--- src/rtl/riscv_enc_pkg.sv ---
// Shared definitions for the RISC-V instruction encoder: format codes,
// base opcodes and the immediate ranges each format can represent.
package riscv_enc_pkg;

  // Instruction format selector. Codes 6 and 7 are unassigned and illegal.
  typedef enum logic [2:0] {
    FMT_R = 3'd0,
    FMT_I = 3'd1,
    FMT_S = 3'd2,
    FMT_B = 3'd3,
    FMT_U = 3'd4,
    FMT_J = 3'd5
  } fmt_e;

  // RV32I base opcodes (inst[6:0]).
  localparam logic [6:0] OPC_LOAD     = 7'h03;
  localparam logic [6:0] OPC_OP_IMM   = 7'h13;
  localparam logic [6:0] OPC_AUIPC    = 7'h17;
  localparam logic [6:0] OPC_STORE    = 7'h23;
  localparam logic [6:0] OPC_OP       = 7'h33;
  localparam logic [6:0] OPC_LUI      = 7'h37;
  localparam logic [6:0] OPC_BRANCH   = 7'h63;
  localparam logic [6:0] OPC_JALR     = 7'h67;
  localparam logic [6:0] OPC_JAL      = 7'h6F;

  // Immediate ranges. B and J offsets must additionally be even.
  localparam logic signed [31:0] IMM12_MIN = -32'sd2048;
  localparam logic signed [31:0] IMM12_MAX =  32'sd2047;
  localparam logic signed [31:0] IMM_B_MIN = -32'sd4096;
  localparam logic signed [31:0] IMM_B_MAX =  32'sd4094;
  localparam logic signed [31:0] IMM_J_MIN = -32'sd1048576;
  localparam logic signed [31:0] IMM_J_MAX =  32'sd1048574;

  // True for the six defined format codes.
  function automatic logic fmt_is_legal(input logic [2:0] f);
    return (f <= 3'd5);
  endfunction

endpackage

--- src/rtl/imm_range_check.sv ---
// Combinational legality check: flags an immediate that the selected
// format cannot represent exactly, or a format code that does not exist.
module imm_range_check
  import riscv_enc_pkg::*;
(
  input  logic [2:0]  fmt,
  input  logic [31:0] imm,
  output logic        err
);

  logic signed [31:0] simm;
  logic               in_12;
  logic               in_b;
  logic               in_j;

  assign simm  = $signed(imm);
  assign in_12 = (simm >= IMM12_MIN) && (simm <= IMM12_MAX);
  assign in_b  = (simm >= IMM_B_MIN) && (simm <= IMM_B_MAX);
  assign in_j  = (simm >= IMM_J_MIN) && (simm <= IMM_J_MAX);

  // Per-format legality; R ignores the immediate entirely.
  always_comb begin
    err = 1'b0;
    case (fmt)
      FMT_R:   err = 1'b0;
      FMT_I:   err = !in_12;
      FMT_S:   err = !in_12;
      FMT_B:   err = !in_b || imm[0];
      FMT_U:   err = (imm[11:0] != 12'h000);
      FMT_J:   err = !in_j || imm[0];
      default: err = 1'b1;
    endcase
  end

endmodule

--- src/rtl/inst_encoder.sv ---
// RV32 instruction encoder with a one-entry valid/ready output register.
//
// Handshake: a request is taken on a rising edge where in_valid && in_ready;
// in_ready = !out_valid || out_ready, so a word leaving and a new one
// arriving in the same cycle sustains one word per cycle. The output word,
// its error flag and out_valid stay frozen while out_valid && !out_ready.
module inst_encoder
  import riscv_enc_pkg::*;
(
  input  logic        clk,
  input  logic        rst_n,
  input  logic        in_valid,
  output logic        in_ready,
  input  logic [2:0]  fmt,
  input  logic [6:0]  opcode,
  input  logic [4:0]  rd,
  input  logic [4:0]  rs1,
  input  logic [4:0]  rs2,
  input  logic [2:0]  funct3,
  input  logic [6:0]  funct7,
  input  logic [31:0] imm,
  output logic        out_valid,
  input  logic        out_ready,
  output logic [31:0] inst,
  output logic        imm_err,
  output logic [15:0] enc_cnt,
  output logic [15:0] err_cnt
);

  logic        accept;
  logic        range_err;
  logic [31:0] packed_word;

  logic [31:0] inst_d,      inst_q;
  logic        imm_err_d,   imm_err_q;
  logic        out_valid_d, out_valid_q;
  logic [15:0] enc_cnt_d,   enc_cnt_q;
  logic [15:0] err_cnt_d,   err_cnt_q;

  imm_range_check u_range (
    .fmt (fmt),
    .imm (imm),
    .err (range_err)
  );

  assign in_ready = !out_valid_q || out_ready;
  assign accept   = in_valid && in_ready;

  // Bit packing per format; out-of-range immediates are simply truncated,
  // the error flag comes from the range checker. Illegal formats give zero.
  always_comb begin
    packed_word = 32'h0000_0000;
    case (fmt)
      FMT_R: packed_word = {funct7, rs2, rs1, funct3, rd, opcode};
      FMT_I: packed_word = {imm[11:0], rs1, funct3, rd, opcode};
      FMT_S: packed_word = {imm[11:5], rs2, rs1, funct3, imm[4:0], opcode};
      FMT_B: packed_word = {imm[12], imm[10:5], rs2, rs1, funct3,
                            imm[4:1], imm[11], opcode};
      FMT_U: packed_word = {imm[31:12], rd, opcode};
      FMT_J: packed_word = {imm[20], imm[10:1], imm[11], imm[19:12],
                            rd, opcode};
      default: packed_word = 32'h0000_0000;
    endcase
  end

  // Next-state: load on accept, drain on pop, otherwise hold.
  always_comb begin
    inst_d      = inst_q;
    imm_err_d   = imm_err_q;
    out_valid_d = out_valid_q;
    enc_cnt_d   = enc_cnt_q;
    err_cnt_d   = err_cnt_q;
    if (accept) begin
      inst_d      = fmt_is_legal(fmt) ? packed_word : 32'h0000_0000;
      imm_err_d   = range_err;
      out_valid_d = 1'b1;
      enc_cnt_d   = enc_cnt_q + 16'd1;
      if (range_err) begin
        err_cnt_d = err_cnt_q + 16'd1;
      end
    end else if (out_ready) begin
      out_valid_d = 1'b0;
    end
  end

  // State registers; reset discards any pending word.
  always_ff @(posedge clk or negedge rst_n) begin
    if (!rst_n) begin
      inst_q      <= 32'h0000_0000;
      imm_err_q   <= 1'b0;
      out_valid_q <= 1'b0;
      enc_cnt_q   <= 16'h0000;
      err_cnt_q   <= 16'h0000;
    end else begin
      inst_q      <= inst_d;
      imm_err_q   <= imm_err_d;
      out_valid_q <= out_valid_d;
      enc_cnt_q   <= enc_cnt_d;
      err_cnt_q   <= err_cnt_d;
    end
  end

  assign inst      = inst_q;
  assign imm_err   = imm_err_q;
  assign out_valid = out_valid_q;
  assign enc_cnt   = enc_cnt_q;
  assign err_cnt   = err_cnt_q;

endmodule

--- config.mk ---
export PLATFORM = sky130hd
export DESIGN_NAME = inst_encoder
export DESIGN_NICKNAME = d
export VERILOG_FILES = /design/src/rtl/riscv_enc_pkg.sv /design/src/rtl/imm_range_check.sv /design/src/rtl/inst_encoder.sv
export SDC_FILE = /design/constraint.sdc
export NUM_CORES = 1
export LEC_CHECK = 0
export ABC_AREA = 0
export CORE_MARGIN = 8
export CORE_UTILIZATION = 40
export CTS_CLUSTER_SIZE = 25
export DETAILED_ROUTE_END_ITERATION = 6
export PLACE_DENSITY = 0.76
export REMOVE_ABC_BUFFERS = 1
export SYNTH_ARGS = -nofsm -noshare
export SYNTH_HDL_FRONTEND = slang
export SYNTH_HIERARCHICAL = 1
export SYNTH_SLANG_ARGS = --single-unit
--- constraint.sdc ---
create_clock -name clk -period 1.41 [get_ports clk]
set_input_delay 0.282 -clock clk [delete_from_list [all_inputs] [get_ports clk]]
set_output_delay 0.282 -clock clk [all_outputs]
set_load 0.01 [all_outputs]
==> qor.yml, run 1 <==
place:
  portBuffers: 137
  finalWeightedCongestion: 0.865
  post-dp-hpwl_mm: 8.59
  dpl-instance-area_sq_um: 5310
  dp.cells: 623
yosys:
  ys_warn_count: 6
  synth_flop_cell: "dfrtp_1"
  syn-instance-count: 324
  synth_enable_flop_cells: 0
  synth_cell_types: 41
  netlist_area_sq_um: 3330
  synth_seq_cells: 66
  seq_area_frac_synth_pct: 49.5
  async_flop_share_pct: 100
  avgSynthCellArea_sq_um: 10.3
timing:
  maxSlewViolCount: 0
  worst_slack_ps: -714
  finalSetupTns_ps: -11070
  rsz0062_at_grt: "true"
  fmax_mhz: 471
  tightest_slew_ps: 362
  setup-violations-final: 27
  skew_ps: 13.5
  post-route-period-util_pct: 151
  finalCriticalPeriod_ps: 2120
  hold_violations: 0
  relSlewSlack_pct: 75.9
critical_path:
  worst_setup_path_start_kind: "primary input"
  worstPathMaxFanout: 4
  critical_path_arrival_ps: 2390
  cp.required_ps: 1670
  path_class: "primary input to flop"
  critPathCaptureType: "flop"
drt:
  routed_wl_mm: 12.8
  vias: 3659
  wl_per_cell_um: 19.1
  ant_nets: 0
  detail_route.vias_per_cell: 5.45
  drc: 0
  firstDrtPassIters: 4
  drt_iter0_markers: 120
worst_hold_path:
  worstHoldPathType: "primary input to flop"
layout:
  fillerInstances: 544
  layout_common_cells: "buf_4, dfrtp_1, dlygate4sd2_1"
  area_growth_pct: 86.2
  fin_util_pct: 76.3
  finalNetCount: 633
  multiInputGateArea_sq_um: 2080
  final_area_sq_um: 6210
  drive_gt1_share_pct: 40.5
  final_common_cell: "buf_4"
  regArea_sq_um: 1650
  final_cells: 671
clocking:
  clk_pin_slew_ps: 80
  clock_latency_ps: 340
  cts_tree: "done"
  h-tree-depth: 3
  cts_root_buf: "clkbuf_8"
  clock-sinks: 66
  cts_buffer_depth: 2
  cts_buffers: 9
grt:
  grt_max_degree: 67
  grt_overflow: 0
  gr-usage-all-layers_pct: 20.6
  grt_pass1_wl_mm: 18.9
  grt_pass1_vias: 3861
  antenna_found_initial: 1
floorplanning:
  rows: 33
  ios: 138
  core-area_sq_um: 8130
  die_y_um: 107
  die_x_um: 107
  die_area_sq_um: 11500
  start_util_pct: 41.0
pwr:
  ir_drop_v: 0.000635
  powerDensity_nw_per_um2: 1040
  leakagePower_uw: 0.00287
job:
  drv_cap: 0
run_status:
  violations: "negative setup slack"
  outcome: "finished with violations"
kinds of logic (layout without fill, tap and decap cells):
family | after synthesis | in the layout | share of synthesized area [%]
and+or+nand+nor | 128 | 128 | 19.9
AOI/OAI and AO/OA | 70 | 70 | 16.6
DFF | 66 | 66 | 49.5
xor gates and xnor gates | 32 | 32 | 8.41
buffers and inverters | 20 | 261 | 2.89
muxes | 6 | 6 | 1.95
adders and majority gates | 2 | 2 | 0.750
other | 0 | 1 | 0
report_power, final:
part | leakage, uW | switching, uW | total (uW) | internal [uW]
registers | 0.000826 | 255 | 2460 | 2200
logic | 0.00195 | 1090 | 2350 | 1260
clock network | 0.0000987 | 758 | 1620 | 865
total | 0.00287 | 2110 | 6430 | 4320
state kept, by name, summed over array words and instances, names as in the netlist:
name	count
enc_cnt	16
err_cnt	16
imm_err	1
inst	32
out_valid	1
worst max-delay path, stage by stage:
cell and delay, ps:
buf_6 100, buf_6 110, nor4_4 310, nand3_2 200, nor3_2 200, o31ai_2 80
a311o_1 380, and4_1 230, nor4b_4 150, buf_6 140, nand3_2 80, xnor2_1 120
final cells by class:
type,count,area share (%)
Multi-Input combinational cell,238,33.5
Inverter,6,0.403
Antenna cell,1,0.0403
Tap cell,105,2.12
Clock inverter,6,1.03
Sequential cell,66,26.6
Timing Repair Buffer,239,34.1
Clock buffer,10,2.22
timing repair:
action | in CTS | in global routing
resized for setup | 211 | 115
pin swaps | 37 | 43
endpoints found under the setup margin | 119 | 56
gates cloned | 0 | 1
hold buffers | 1 | 0
buffers inserted | 18 | 11
endpoints found under the hold margin | 66 | 0
metal layers:
metal | GRT usage [%] | up-vias | share of wire (%)
met5 | 0 | - | 0
met4 | 11.8 | 0 | 4.5
met3 | 6.71 | 44 | 6.8
met2 | 35.3 | 145 | 51
met1 | 22.0 | 1781 | 38
li1 | - | 1689 | -
final timing paths:
| path | from | to | slack (ps) | cells past startpoint |
|---|---|---|---|---|
| worst max-delay path | imm[20] | err_cnt[15] | -710 | 12 |
| worst min-delay path | imm[13] | inst[13] | 290 | 3 |
| worst max register to register | err_cnt[0] | err_cnt[14] | -160 | 6 |
| worst min register to register | enc_cnt[14] | enc_cnt[14] | 480 | 1 |
| max in group asynchronous | rst_n | inst[18] | 620 | 3 |
| min in group asynchronous | rst_n | inst[24] | 480 | 3 |
synth_stat cells, types with 6 or more instances:
library cell | n | share of area, %
a22o_1 | 11 | 2.9
a22oi_1 | 17 | 3.8
a221oi_1 | 13 | 3.4
o21ai_0 | 7 | 1.1
o221ai_1 | 6 | 1.6
nand2_1 | 22 | 2.5
xnor2_1 | 24 | 6.3
nor3_1 | 9 | 1.4
xor2_1 | 8 | 2.1
o21a_1 | 6 | 1.4
dfrtp_1 | 66 | 50
nor2_1 | 39 | 4.4
nand4_1 | 16 | 3.0
nor4_1 | 7 | 1.3
buf_2 | 8 | 1.2
and3_1 | 7 | 1.3
nand3_1 | 15 | 2.3
metrics by stage:
| stage | setup WS [ps] | power [uW] | hold slack, ps |
|---|---|---|---|
| floorplan | -776 | 3150 | -13.6 |
| global placement | -1360 | 4470 | 320 |
| finish | -714 | 6430 | 287 |
| CTS | -581 | 6120 | 300 |
| global route | -762 | 6760 | 291 |
| detailed placement | -1430 | 4540 | 324 |
(Power assumes the default switching activity.)
==> inputs of run 2 (changes only) <==
Settings changed: CORE_UTILIZATION 40 to 43, PLACE_DENSITY 0.76 to unset, PLACE_DENSITY_LB_ADDON set to 0.05.
==> run 2 against run 1 <==
  * The run still ends with negative setup slack left
  * Via count shrank 3.1%
  * Utilization grew 2.7 points
  * Die area shrank 5.9%
  * Global-route usage grew 0.47 points
  * Sequential cell count is the same
  * Worst hold slack lost 42 ps
  * Sequential power shrank 2%
  * Critical path depth shrank 1
  * Clock skew shrank 3.8 ps
  * Combinational power shrank 5%
  * Sequential share of layout area grew 0.87 points
  * Critical endpoint is now err_cnt[9]
==> qor.yml, run 2 (same netlist as run 1, synthesis figures left out) <==
critical_path:
  critical_path_arrival_ps: 2340  # -50 ps
  cp.required_ps: 1660  # about the same
  worst_setup_path_start_kind: "primary input"
  critPathCaptureType: "flop"
  path_class: "primary input to flop"
  worstPathMaxFanout: 5  # +1
  reg2reg_depth: 5  # -1
place:
  place_worst_setup_slack_ps: -1500  # -73.3 ps
  finalWeightedCongestion: 0.848  # -1.9%
  portBuffers: 137  # unchanged
  post-dp-hpwl_mm: 8.20  # -4.6%
drt:
  wl_met1_mm: 4.97  # +2.0%
  wl_per_cell_um: 17.7  # -7.4%
  vias: 3547  # -3.1%
  top_layer_used: "met4"
  wl_met2_mm: 5.60  # -14%
  detail_route.vias_per_cell: 5.34  # -2.0%
  drc: 0  # unchanged
  drt_iter0_markers: 173  # +44%
  dr_wl_met3_um: 882  # +1.7%
  routed_wl_mm: 11.7  # -8.3%
  ant_nets: 0  # unchanged
  firstDrtPassIters: 4  # unchanged
clocking:
  clock_latency_ps: 350  # about the same
  clk_pin_slew_ps: 80  # about the same
  cts_root_buf: "clkbuf_8"
  cts_buffers: 9  # unchanged
  cts_tree: "done"
  h-tree-depth: 3  # unchanged
  clock-sinks: 66  # unchanged
  cts_buffer_depth: 2  # unchanged
grt:
  grt_pass1_vias: 3737  # -3.2%
  grt_overflow: 0  # unchanged
  gr-usage-all-layers_pct: 21.1  # +0.47 points
  antenna_found_initial: 1  # unchanged
  grt_max_degree: 67  # unchanged
  grt_pass1_wl_mm: 18.7  # -0.88%
timing:
  fmax_mhz: 477  # +1.4%
  finalSetupTns_ps: -9990  # +1080 ps
  whs_ps: 245  # -41.9 ps
  worst_slack_ps: -685  # +29.5 ps
  finalCriticalPeriod_ps: 2090  # -29.5 ps
  skew_ps: 9.75  # -3.76 ps
  post-route-period-util_pct: 149  # -2.1 points
  maxSlewViolCount: 0  # unchanged
  tightest_slew_ps: 377  # +14.6 ps
  setup-violations-final: 18  # -33%
  rsz0062_at_grt: "true"
  hold_violations: 0  # unchanged
  relSlewSlack_pct: 74.9  # -0.97 points
floorplanning:
  die_y_um: 104  # -3.0%
  die_area_sq_um: 10800  # -5.9%
  start_util_pct: 43.8  # +2.8 points
  ios: 138  # unchanged
  core-area_sq_um: 7610  # -6.5%
  die_x_um: 104  # -3.0%
  rows: 32  # -3.0%
layout:
  drive_gt1_share_pct: 36.5  # -4.0 points
  layout_common_cells: "buf_4, dlygate4sd2_1, dfrtp_1"
  finalNetCount: 629  # -0.63%
  final_common_cell: "buf_4"
  largest_reg_flops: 32  # unchanged
  area_growth_pct: 80.3
run_status:
  violations: "negative setup slack"
  outcome: "finished with violations"
pwr:
  p_total_uw: 6380  # -0.83%
  ir_drop_v: 0.000726  # +14%
  leakagePower_uw: 0.00278  # -3.1%
  powerDensity_nw_per_um2: 1060  # +2.4%
worst_hold_path:
  whs_path_depth: 3  # unchanged
  worstHoldPathType: "primary input to flop"
job:
  drv_cap: 0  # unchanged
run 2: cell types whose count changed in the layout (fill, tap and decap cells not counted), sizes merged:
cell	before	now
dlygate4sd2	64	72
clkbuf	22	15
clkdlybuf4s15	11	6
clkinvlp	2	0
inv	7	9
run 2: area by class of cell:
cell class | instances | area (sq um)
multi-input cells | 238 | 1950
clock buffers | 10 | 138
repair buffers | 235 | 2050
inverters | 6 | 22.5
diodes | 1 | 2.50
flip-flops and latches | 66 | 1650
fillers | 532 | 1600
well taps | 102 | 128
clock inverters | 6 | 72.6
run 2: metrics by stage:
step,util (%),instances,cell area [sq um]
after floorplan,-,310,3260
after global placement,69.6,619,5300
after detailed placement,69.6,619,5300
after CTS,76.1,657,5790
after global routing,79.0,664,6010
final,79.0,664,6010
run 2: worst max-delay path: stages:
cell and delay, ps:
dlygate4sd2_1 250, nand4_1 130, nor3_2 240, nor3_2 80
o31ai_2 230, a311o_1 240, and4_1 240, nor4b_4 220
buf_4 200, nand4_1 100, xnor2_1 140
run 2: report_power, final:
part	total [uW]	internal (uW)	leakage (uW)	switching, uW
registers	2420	2200	0.000826	222
logic	2240	1210	0.00185	1030
clock network	1720	890	0.000109	826
run 2: worst paths after layout:
path                             start           to  slack [ps]
min in group asynchronous        rst_n     inst[26]         480
max                            imm[11]   err_cnt[9]        -680
max in group asynchronous        rst_n   enc_cnt[1]         620
min reg2reg                enc_cnt[15]  enc_cnt[15]         470
max reg2reg                 err_cnt[1]  err_cnt[14]        -110
min                            imm[19]     inst[19]         250
run 2: what timing repair did:
| action | CTS | global route |
|---|---|---|
| gates resized for setup | 223 | 55 |
| setup buffers | 21 | 7 |
| pin swaps | 34 | 25 |
| cloned | 0 | 0 |
| setup endpoints to repair | 107 | 46 |
| endpoints found under the hold margin | 66 | 0 |
| hold buffers | 1 | 0 |
run 2: routing by layer:
metal  global-route usage [%]  vias up
li1                         -     1679
met1                     26.2     1688
met2                     33.4      152
met3                     5.82       28
met4                     9.72        0
met5                        0        -
